===== config.mk =====
export PLATFORM = sky130hd
export DESIGN_NAME = fetch_stage
export DESIGN_NICKNAME = d
export VERILOG_FILES = /design/src/rtl/riscv_pkg.sv /design/src/rtl/fetch_stage_pc_sel.sv /design/src/rtl/fetch_stage.sv
export SDC_FILE = /design/constraint.sdc
export NUM_CORES = 1
export LEC_CHECK = 0
export ABC_AREA = 0
export CAP_MARGIN = 15
export CORE_MARGIN = 2
export CORE_UTILIZATION = 41
export DETAILED_ROUTE_END_ITERATION = 6
export GPL_TIMING_DRIVEN = 0
export MAX_ROUTING_LAYER = met4
export PLACE_DENSITY_LB_ADDON = 0.12
export SETUP_SLACK_MARGIN = 0.3
export SYNTH_ARGS = -nofsm -noshare
export SYNTH_HDL_FRONTEND = slang
export SYNTH_SLANG_ARGS = --single-unit

===== constraint.sdc =====
create_clock -name clk -period 4.5 [get_ports clk]
set_input_delay 0.45 -clock clk [delete_from_list [all_inputs] [get_ports clk]]
set_output_delay 0.45 -clock clk [all_outputs]
set_load 0.05 [all_outputs]

===== src/rtl/riscv_pkg.sv =====
// ============================================================================
// Module      : riscv_pkg
// Description : Shared encodings and address-field ranges for the RV32I
//               front end.
// Revision    : 1.0 - initial release
// ============================================================================
`default_nettype none

package riscv_pkg;

    typedef enum logic [1:0] {
        PCSRC_PC4    = 2'b00,
        PCSRC_BRANCH = 2'b01,
        PCSRC_JALR   = 2'b10,
        PCSRC_RESET  = 2'b11
    } pcsrc_e;

    localparam logic [31:0] NOP_INST    = 32'h0000_0013;
    localparam logic [3:0]  BIOS_REGION = 4'h4;
    localparam logic [3:0]  IMEM_REGION = 4'h1;

    localparam int REGION_HI    = 31;
    localparam int REGION_LO    = 28;
    localparam int BIOS_ADDR_HI = 13;
    localparam int BIOS_ADDR_LO = 2;
    localparam int IMEM_ADDR_HI = 15;
    localparam int IMEM_ADDR_LO = 2;

    function automatic logic [3:0] region_of(input logic [31:0] pc);
        return pc[REGION_HI:REGION_LO];
    endfunction

endpackage

`default_nettype wire


===== src/rtl/fetch_stage_pc_sel.sv =====
// ============================================================================
// Module      : pc_sel
// Description : Next-PC multiplexer; redirects outrank hold, result is
//               always word aligned.
// Revision    : 1.0 - initial release
// ============================================================================
`default_nettype none

module pc_sel
    import riscv_pkg::*;
#(
    parameter logic [31:0] RESET_PC = 32'h4000_0000
) (
    input  logic        rst,
    input  logic        hold,
    input  logic [1:0]  pcsrc,
    input  logic [31:0] pc_f,
    input  logic [31:0] branch_target,
    input  logic [31:0] jalr_target,
    output logic [31:0] next_pc
);

    logic [31:0] sel;

    always_comb begin
        sel = RESET_PC;
        if (!rst) begin
            case (pcsrc_e'(pcsrc))
                PCSRC_BRANCH: sel = branch_target;
                PCSRC_JALR:   sel = jalr_target;
                PCSRC_RESET:  sel = RESET_PC;
                default:      sel = hold ? pc_f : pc_f + 32'd4;
            endcase
        end
        next_pc = sel & ~32'd3;
    end

endmodule

`default_nettype wire


===== src/rtl/fetch_stage.sv =====
// ============================================================================
// Module      : fetch_stage
// Description : RV32I instruction-fetch stage: PC register, BIOS/IMEM
//               address generation, region decode and wrong-path kill.
// Revision    : 1.0 - initial release
// ============================================================================
`default_nettype none

module fetch_stage
    import riscv_pkg::*;
#(
    parameter logic [31:0] RESET_PC = 32'h4000_0000,
    parameter logic [31:0] NOP      = NOP_INST
) (
    input  logic        clk,
    input  logic        rst,
    input  logic        stall,
    input  logic [1:0]  pcsrc,
    input  logic [31:0] branch_target,
    input  logic [31:0] jalr_target,
    output logic [11:0] bios_addr,
    input  logic [31:0] bios_dout,
    output logic [13:0] imem_addr,
    input  logic [31:0] imem_dout,
    output logic [31:0] pc_out,
    output logic [31:0] inst_out,
    output logic        killed,
    output logic [31:0] fetch_cnt,
    output logic [31:0] bubble_cnt
);

    logic [31:0] pc_f_q, pc_f_d;
    logic        boot_q, boot_d;
    logic [31:0] fetch_cnt_q, fetch_cnt_d;
    logic [31:0] bubble_cnt_q, bubble_cnt_d;
    logic [31:0] next_pc;
    logic [31:0] ram_word;
    logic        unmapped;

    // The boot slot is killed, so the PC holds there to avoid losing the
    // instruction at RESET_PC.
    pc_sel #(
        .RESET_PC (RESET_PC)
    ) u_pc_sel (
        .rst           (rst),
        .hold          (stall | boot_q),
        .pcsrc         (pcsrc),
        .pc_f          (pc_f_q),
        .branch_target (branch_target),
        .jalr_target   (jalr_target),
        .next_pc       (next_pc)
    );

    always_comb begin
        bios_addr = next_pc[BIOS_ADDR_HI:BIOS_ADDR_LO];
        imem_addr = next_pc[IMEM_ADDR_HI:IMEM_ADDR_LO];

        ram_word = NOP;
        unmapped = 1'b1;
        case (region_of(pc_f_q))
            BIOS_REGION: begin
                ram_word = bios_dout;
                unmapped = 1'b0;
            end
            IMEM_REGION: begin
                ram_word = imem_dout;
                unmapped = 1'b0;
            end
            default: ;
        endcase

        killed   = rst | boot_q | (pcsrc != PCSRC_PC4) | unmapped;
        inst_out = killed ? NOP : ram_word;
        pc_out   = rst ? RESET_PC : pc_f_q;

        pc_f_d       = next_pc;
        boot_d       = 1'b0;
        fetch_cnt_d  = fetch_cnt_q + {31'd0, (~killed & ~stall)};
        bubble_cnt_d = bubble_cnt_q + {31'd0, (killed | stall)};

        fetch_cnt  = fetch_cnt_q;
        bubble_cnt = bubble_cnt_q;
    end

    always_ff @(posedge clk) begin
        if (rst) begin
            pc_f_q       <= RESET_PC;
            boot_q       <= 1'b1;
            fetch_cnt_q  <= 32'd0;
            bubble_cnt_q <= 32'd0;
        end else begin
            pc_f_q       <= pc_f_d;
            boot_q       <= boot_d;
            fetch_cnt_q  <= fetch_cnt_d;
            bubble_cnt_q <= bubble_cnt_d;
        end
    end

endmodule

`default_nettype wire


# Word-level counts from Yosys, hierarchy flattened
# Index checks and enable logic that the tools add are counted.
# W data, S select, Z words.
dict set report word_totals {
  inputBits 133
  latch_bits 0
  register_bits 97
  ramBits 0
  romBits 0
  memories 0
  wordCells 33
}
dict set report classes {
  mul 0
  mux 8
  order_cmp 0
  bitwise 8
  n_eq_ne 6
  reduce_logical 2
  shifts 0
  addsub 3
  div 0
}
# operator count
set op_table {}
lappend op_table {{$mux W32} 3}
lappend op_table {{$pmux W32 S3} 1}
lappend op_table {{$add A32 B1 Y32} 2}
lappend op_table {{$pmux W32 S2} 1}
lappend op_table {{$add A32 B3 Y32 const B} 1}
lappend op_table {{$mux W16} 1}
lappend op_table {{$or A1 B1 Y1} 5}
lappend op_table {{$eq A2 B2 Y1 const B} 2}
lappend op_table {{$eq A4 B1 Y1 const B} 1}
lappend op_table {{$eq A4 B3 Y1 const B} 1}
lappend op_table {{$ne A4 B4 Y1 const B} 1}
lappend op_table {{$eq A2 B1 Y1 const B} 1}
lappend op_table {{$mux W1} 2}
lappend op_table {{$not A1 Y1} 2}
lappend op_table {{$reduce_bool A2 Y1} 1}
lappend op_table {{$reduce_or A2 Y1} 1}
lappend op_table {{$and A1 B1 Y1} 1}

# Depth between registers and ports, before layout
dict set report depth {
  word_depth 7
  mapped_depth 15
  mapped_depth_nobuf 12
}

# By module
# From an unflattened synthesis, not the netlist that was laid out.
dict set report hier_totals {
  hier_cells 774
  hier_area_um2 6050.8
}
# mod area_per_inst_um2 seq_area_each_um2 cells_each n_inst
set modules_own_cells {}
lappend modules_own_cells {fetch_stage 4596.9 1941.9 538 1}
lappend modules_own_cells {pc_sel 1453.9 0.0 236 1}

# Worst setup path after synthesis
# OpenSTA, ideal clock, no wires.
dict set report synth_path {
  path_kind {reg-to-reg}
  start {register pc_f_q[28]}
  end {register fetch_cnt_q[28], in the netlist fetch_cnt[28]}
  synth_period_minus_slack_ps 3711
  slack_ps 789
  arrival_time_ps 3584
  path_stages_with_launch 14
  t_required_ps 4372
  path_cell_list {dfxtp_1 -> clkbuf_1 -> nor4b_1 -> o21ai_1 -> clkbuf_1 -> nor2_1 -> ha_1 -> ha_1 -> nand3_1 -> or3_1 -> clkbuf_1 -> nor4_1 -> xnor2_1 -> nor2_1}
}
dict set report synth_via {
  elab_chain_cells 7
  word_cells_on_any_way 8
}
# element line_no
set synth_lines {}
lappend synth_lines {{start: declaration} fetch_stage.sv:32} ;# logic [31:0] pc_f_q, pc_f_d;
lappend synth_lines {{start signal: assignment} fetch_stage.sv:92} ;# pc_f_q <= pc_f_d;
lappend synth_lines {{$eq A4 B1 Y1 or $eq A4 B3 Y1 (tied branches)} fetch_stage.sv:60} ;# case (region_of(pc_f_q))
lappend synth_lines {{$reduce_or A2 Y1 (no line) *} n/a}
lappend synth_lines {{$mux W1 *} fetch_stage.sv:60}
lappend synth_lines {{$or A1 B1 Y1 *} fetch_stage.sv:72} ;# killed = rst | boot_q | (pcsrc != PCSRC_PC4) | unmapped;
lappend synth_lines {{net killed} fetch_stage.sv:27} ;# output logic killed,
lappend synth_lines {{$not A1 Y1 *} fetch_stage.sv:78} ;# fetch_cnt_d = fetch_cnt_q + {31'd0, (~killed & ~stall)};
lappend synth_lines {{$and A1 B1 Y1 *} fetch_stage.sv:78}
lappend synth_lines {{$add A32 B1 Y32 *} fetch_stage.sv:78}
lappend synth_lines {{end signal: assignment} fetch_stage.sv:94} ;# fetch_cnt_q <= fetch_cnt_d;
lappend synth_lines {{end: declaration} fetch_stage.sv:34} ;# logic [31:0] fetch_cnt_q, fetch_cnt_d;
# The timed path passes the listed nets; every way through them passes the cells marked *.
# A chain may end at the register's enable or synchronous reset.

# Worst setup path in the final report
dict set report layout_path {
  start {input rst}
  end {output imem_addr[10]}
}
dict set report layout_via {
  elab_chain_cells 1
}
# element line_no
set layout_lines {}
lappend layout_lines {{start: declaration} fetch_stage.sv:16} ;# input logic rst,
lappend layout_lines {{$mux W16} fetch_stage_pc_sel.sv:27} ;# if (!rst) begin
lappend layout_lines {{end: declaration} fetch_stage.sv:23} ;# output logic [13:0] imem_addr,
# Every way passes these cells.

==> results.yml <==
yosys:
  ys_ff_latch: 95
  netlist_area_um2: 5670
  yosys_warnings: 0
  synth_seq_area_share: 0.336
  synth_edf_count: 0
  netlist_instances: 737
  syn_area_per_cell_um2: 7.69
  ys.flop_type: "dfxtp_1"
  synthDistinctLibCells: 55
  synthArstFlopShare: 0
power:
  p_leak_nw: 3.01
  p_switching_w: 0.000646
  netSwitchingFraction: 0.298
  p_int_w: 0.00152
  ir_worst_vdd_mv: 0.184
  p_comb_frac: 0.219
  power_density_nw_per_um2: 240
  p_seq_frac: 0.409
  p_clk_frac: 0.372
timing:
  worst_pin_slew_ps: 867
  skew_ps: 9.68
  fin_crit_ps: 4040
  setup_violations: 0
  relSlewSlack: 0.417
  final.setup.tns_ps: 0
  final_hold_viol_count: 0
  period_share: 0.897
  fin_ws_ps: 462
  max_freq_mhz: 248
  rsz0062_at_grt: "yes"
  drv_slew: 0
setup_path:
  critPathArrivalTime_ps: 3590
  startpoint_type: "input pin"
  worst-path-max-fanout: 10
  r2r_start: "pc_f_q[28]"
  worstSetupStartpoint: "rst"
  worstPathRequired_ps: 4050
  crit_slowest_cell: "clkdlybuf4s50_1"
  worstSetupPathType: "in2out"
  end_kind: "output port"
  critPathBufInv: 6
  max_stage_delay_ps: 690
  path_cells: "clkdlybuf4s50_1 -> buf_1 -> clkbuf_1 -> clkbuf_1 -> nor2_1 -> buf_4 -> clkdlybuf4s50_1"
  cpLargestDelayFamily: "buffers and inverters"
place:
  io_buffers: 279
  dpl_cell_area_um2: 8680
  place.gp.congestion: 0.934
  dpl.hpwl_um: 15500
  place_ws_ps: 130
detailed_routing:
  wl_per_cell_um: 16.5
  drc: 0
  drt-vias-per-instance: 5.40
  dr.first_iter.drc_count: 482
  first_pass_iters: 5
  via_count: 6525
  drt.antenna.violating_nets: 0
  finalWirelength_um: 19900
clocking:
  cts_buffers: 9
  cts-htree-levels: 3
  clkSinkCount: 95
  clockRootBuffer: "clkbuf_16"
  cts_tree: "built"
  clkTransAtPathRegs_ps: 70
  clk_latency_ps: 350
  post-cts-setup-buffers: 0
  clock_path_buffers: 2
status:
  status: "completed"
worst_hold_path:
  hp-class: "reg2reg"
  hp-start: "bubble_cnt[31]"
run:
  cap_violations: 0
grt:
  grt-ovfl-total: 0
  grt_max_degree: 19
  antenna_found_initial: 0
  grt_pass1_wl_um: 31100
  grt_usage: 0.273
  grt_pass1_vias: 6221
die:
  initial_core_util: 0.424
  rows: 42
  die_area_um2: 14800
  die_w_um: 122
  fp.dieH_um: 122
  core_region_area_um2: 13300
  io_pins: 288
final_layout:
  nFillCells: 1169
  fin_nets: 1168
  final_cell_mix: "clkdlybuf4s50_1 (279), nor2_1 (116), dfxtp_1 (95)"
  drive_gt1_frac: 0.0465
  final_common_cell: "clkdlybuf4s50_1"
  num_antenna_cells: 0
  synthToLayoutAreaGrowth_pct: 59.2
  fin_area_um2: 9020
synthesized netlist by cell type, types with 4 or more instances:
| cell | number | area share |
|---|---|---|
| nor2_1 | 116 | 0.077 |
| dfxtp_1 | 95 | 0.34 |
| nand2_1 | 53 | 0.035 |
| a22oi_1 | 46 | 0.061 |
| a21oi_1 | 42 | 0.037 |
| clkbuf_1 | 39 | 0.026 |
| xnor2_1 | 38 | 0.059 |
| nand3_1 | 31 | 0.027 |
| nor2b_1 | 29 | 0.032 |
| xor2_1 | 28 | 0.043 |
| nand4_1 | 26 | 0.029 |
| o21ai_0 | 24 | 0.021 |
| inv_1 | 19 | 0.013 |
| nor3_1 | 15 | 0.013 |
| nor4_1 | 15 | 0.017 |
| buf_4 | 14 | 0.019 |
| or3_1 | 13 | 0.014 |
| and4_1 | 9 | 0.014 |
| o22ai_1 | 8 | 0.0088 |
| ha_1 | 7 | 0.015 |
| buf_1 | 5 | 0.0033 |
| a211oi_1 | 4 | 0.0053 |
| and3_1 | 4 | 0.0044 |
| o211ai_1 | 4 | 0.0053 |
| or4_1 | 4 | 0.0053 |
layer usage:
layer / GRT usage / routed length (um)
met1: 0.349 / 8730
met2: 0.443 / 9540
met3: 0.0552 / 1310
met4: 0.0704 / 323
met5: - / 0
timing repair:
| action | 4_1_cts | 5_1_grt |
|---|---|---|
| setup endpoints to repair | 6 | 18 |
| gates resized for setup | 1 | 5 |
| hold buffers | 0 | 0 |
worst paths after layout:
| kind | endpoint | slack (ps) | cells past startpoint |
|---|---|---|---|
| setup / recovery | imem_addr[10] | 460 | 7 |
| hold / removal | bubble_cnt[31] | 490 | 2 |
| setup reg to reg | fetch_cnt[28] | 740 | 13 |
| hold reg to reg | bubble_cnt[31] | 490 | 2 |
tightest hold or removal path, cell delays in order (launching register included):
cell,delay (ps)
dfxtp_1,320
o21ai_0,70
a21oi_1,60
sequential cells by signal, summed over array words and instances, names as in the netlist:
| register | flops |
|---|---|
| pc_f_q | 30 |
| fetch_cnt | 32 |
| boot_q | 1 |
| bubble_cnt | 32 |
power groups by stage:
stage               registers, W  logic (W)  clock network (W)
CTS                     0.000884   0.000471           0.000816
finish                  0.000885   0.000473           0.000805
detailed placement      0.000903   0.000469                  0
floorplan               0.000905   0.000247                  0
global placement        0.000902   0.000465                  0
global route            0.000888   0.000505           0.000850
final cells by class:
cell class                      instances  area [um^2]  area share
Multi-Input combinational cell        565         3440       0.381
Timing Repair Buffer                  279         2790       0.310
Sequential cell                        95         1900       0.211
Buffer                                 59          283      0.0314
Clock buffer                            9          225      0.0250
Tap cell                              176          220      0.0244
Clock inverter                          7         87.6     0.00971
Inverter                               19         71.3     0.00791
per-stage QoR:
stage | power [W] | util | hold slack [ps] | instances
2_1_floorplan | 0.00115 | - | 478 | 738
3_3_place_gp | 0.00137 | 0.650 | 468 | 1193
3_5_place_dp | 0.00137 | 0.650 | 481 | 1193
4_1_cts | 0.00217 | 0.674 | 492 | 1209
5_1_grt | 0.00224 | 0.676 | 513 | 1209
6_report | 0.00216 | 0.676 | 487 | 1209
kinds of logic (layout without fill, tap and decap cells):
logic type | Yosys count | after routing | synth area share
buffers and inverters | 78 | 373 | 0.0623
DFF | 95 | 95 | 0.336
adders and majority gates | 7 | 7 | 0.0155
AOI/OAI and AO/OA | 156 | 156 | 0.182
other | 1 | 2 | 0.000662
xor gates and xnor gates | 66 | 66 | 0.102
muxes | 1 | 1 | 0.00177
and+or+nand+nor | 333 | 333 | 0.300
Power figures use the tool's default switching activity.
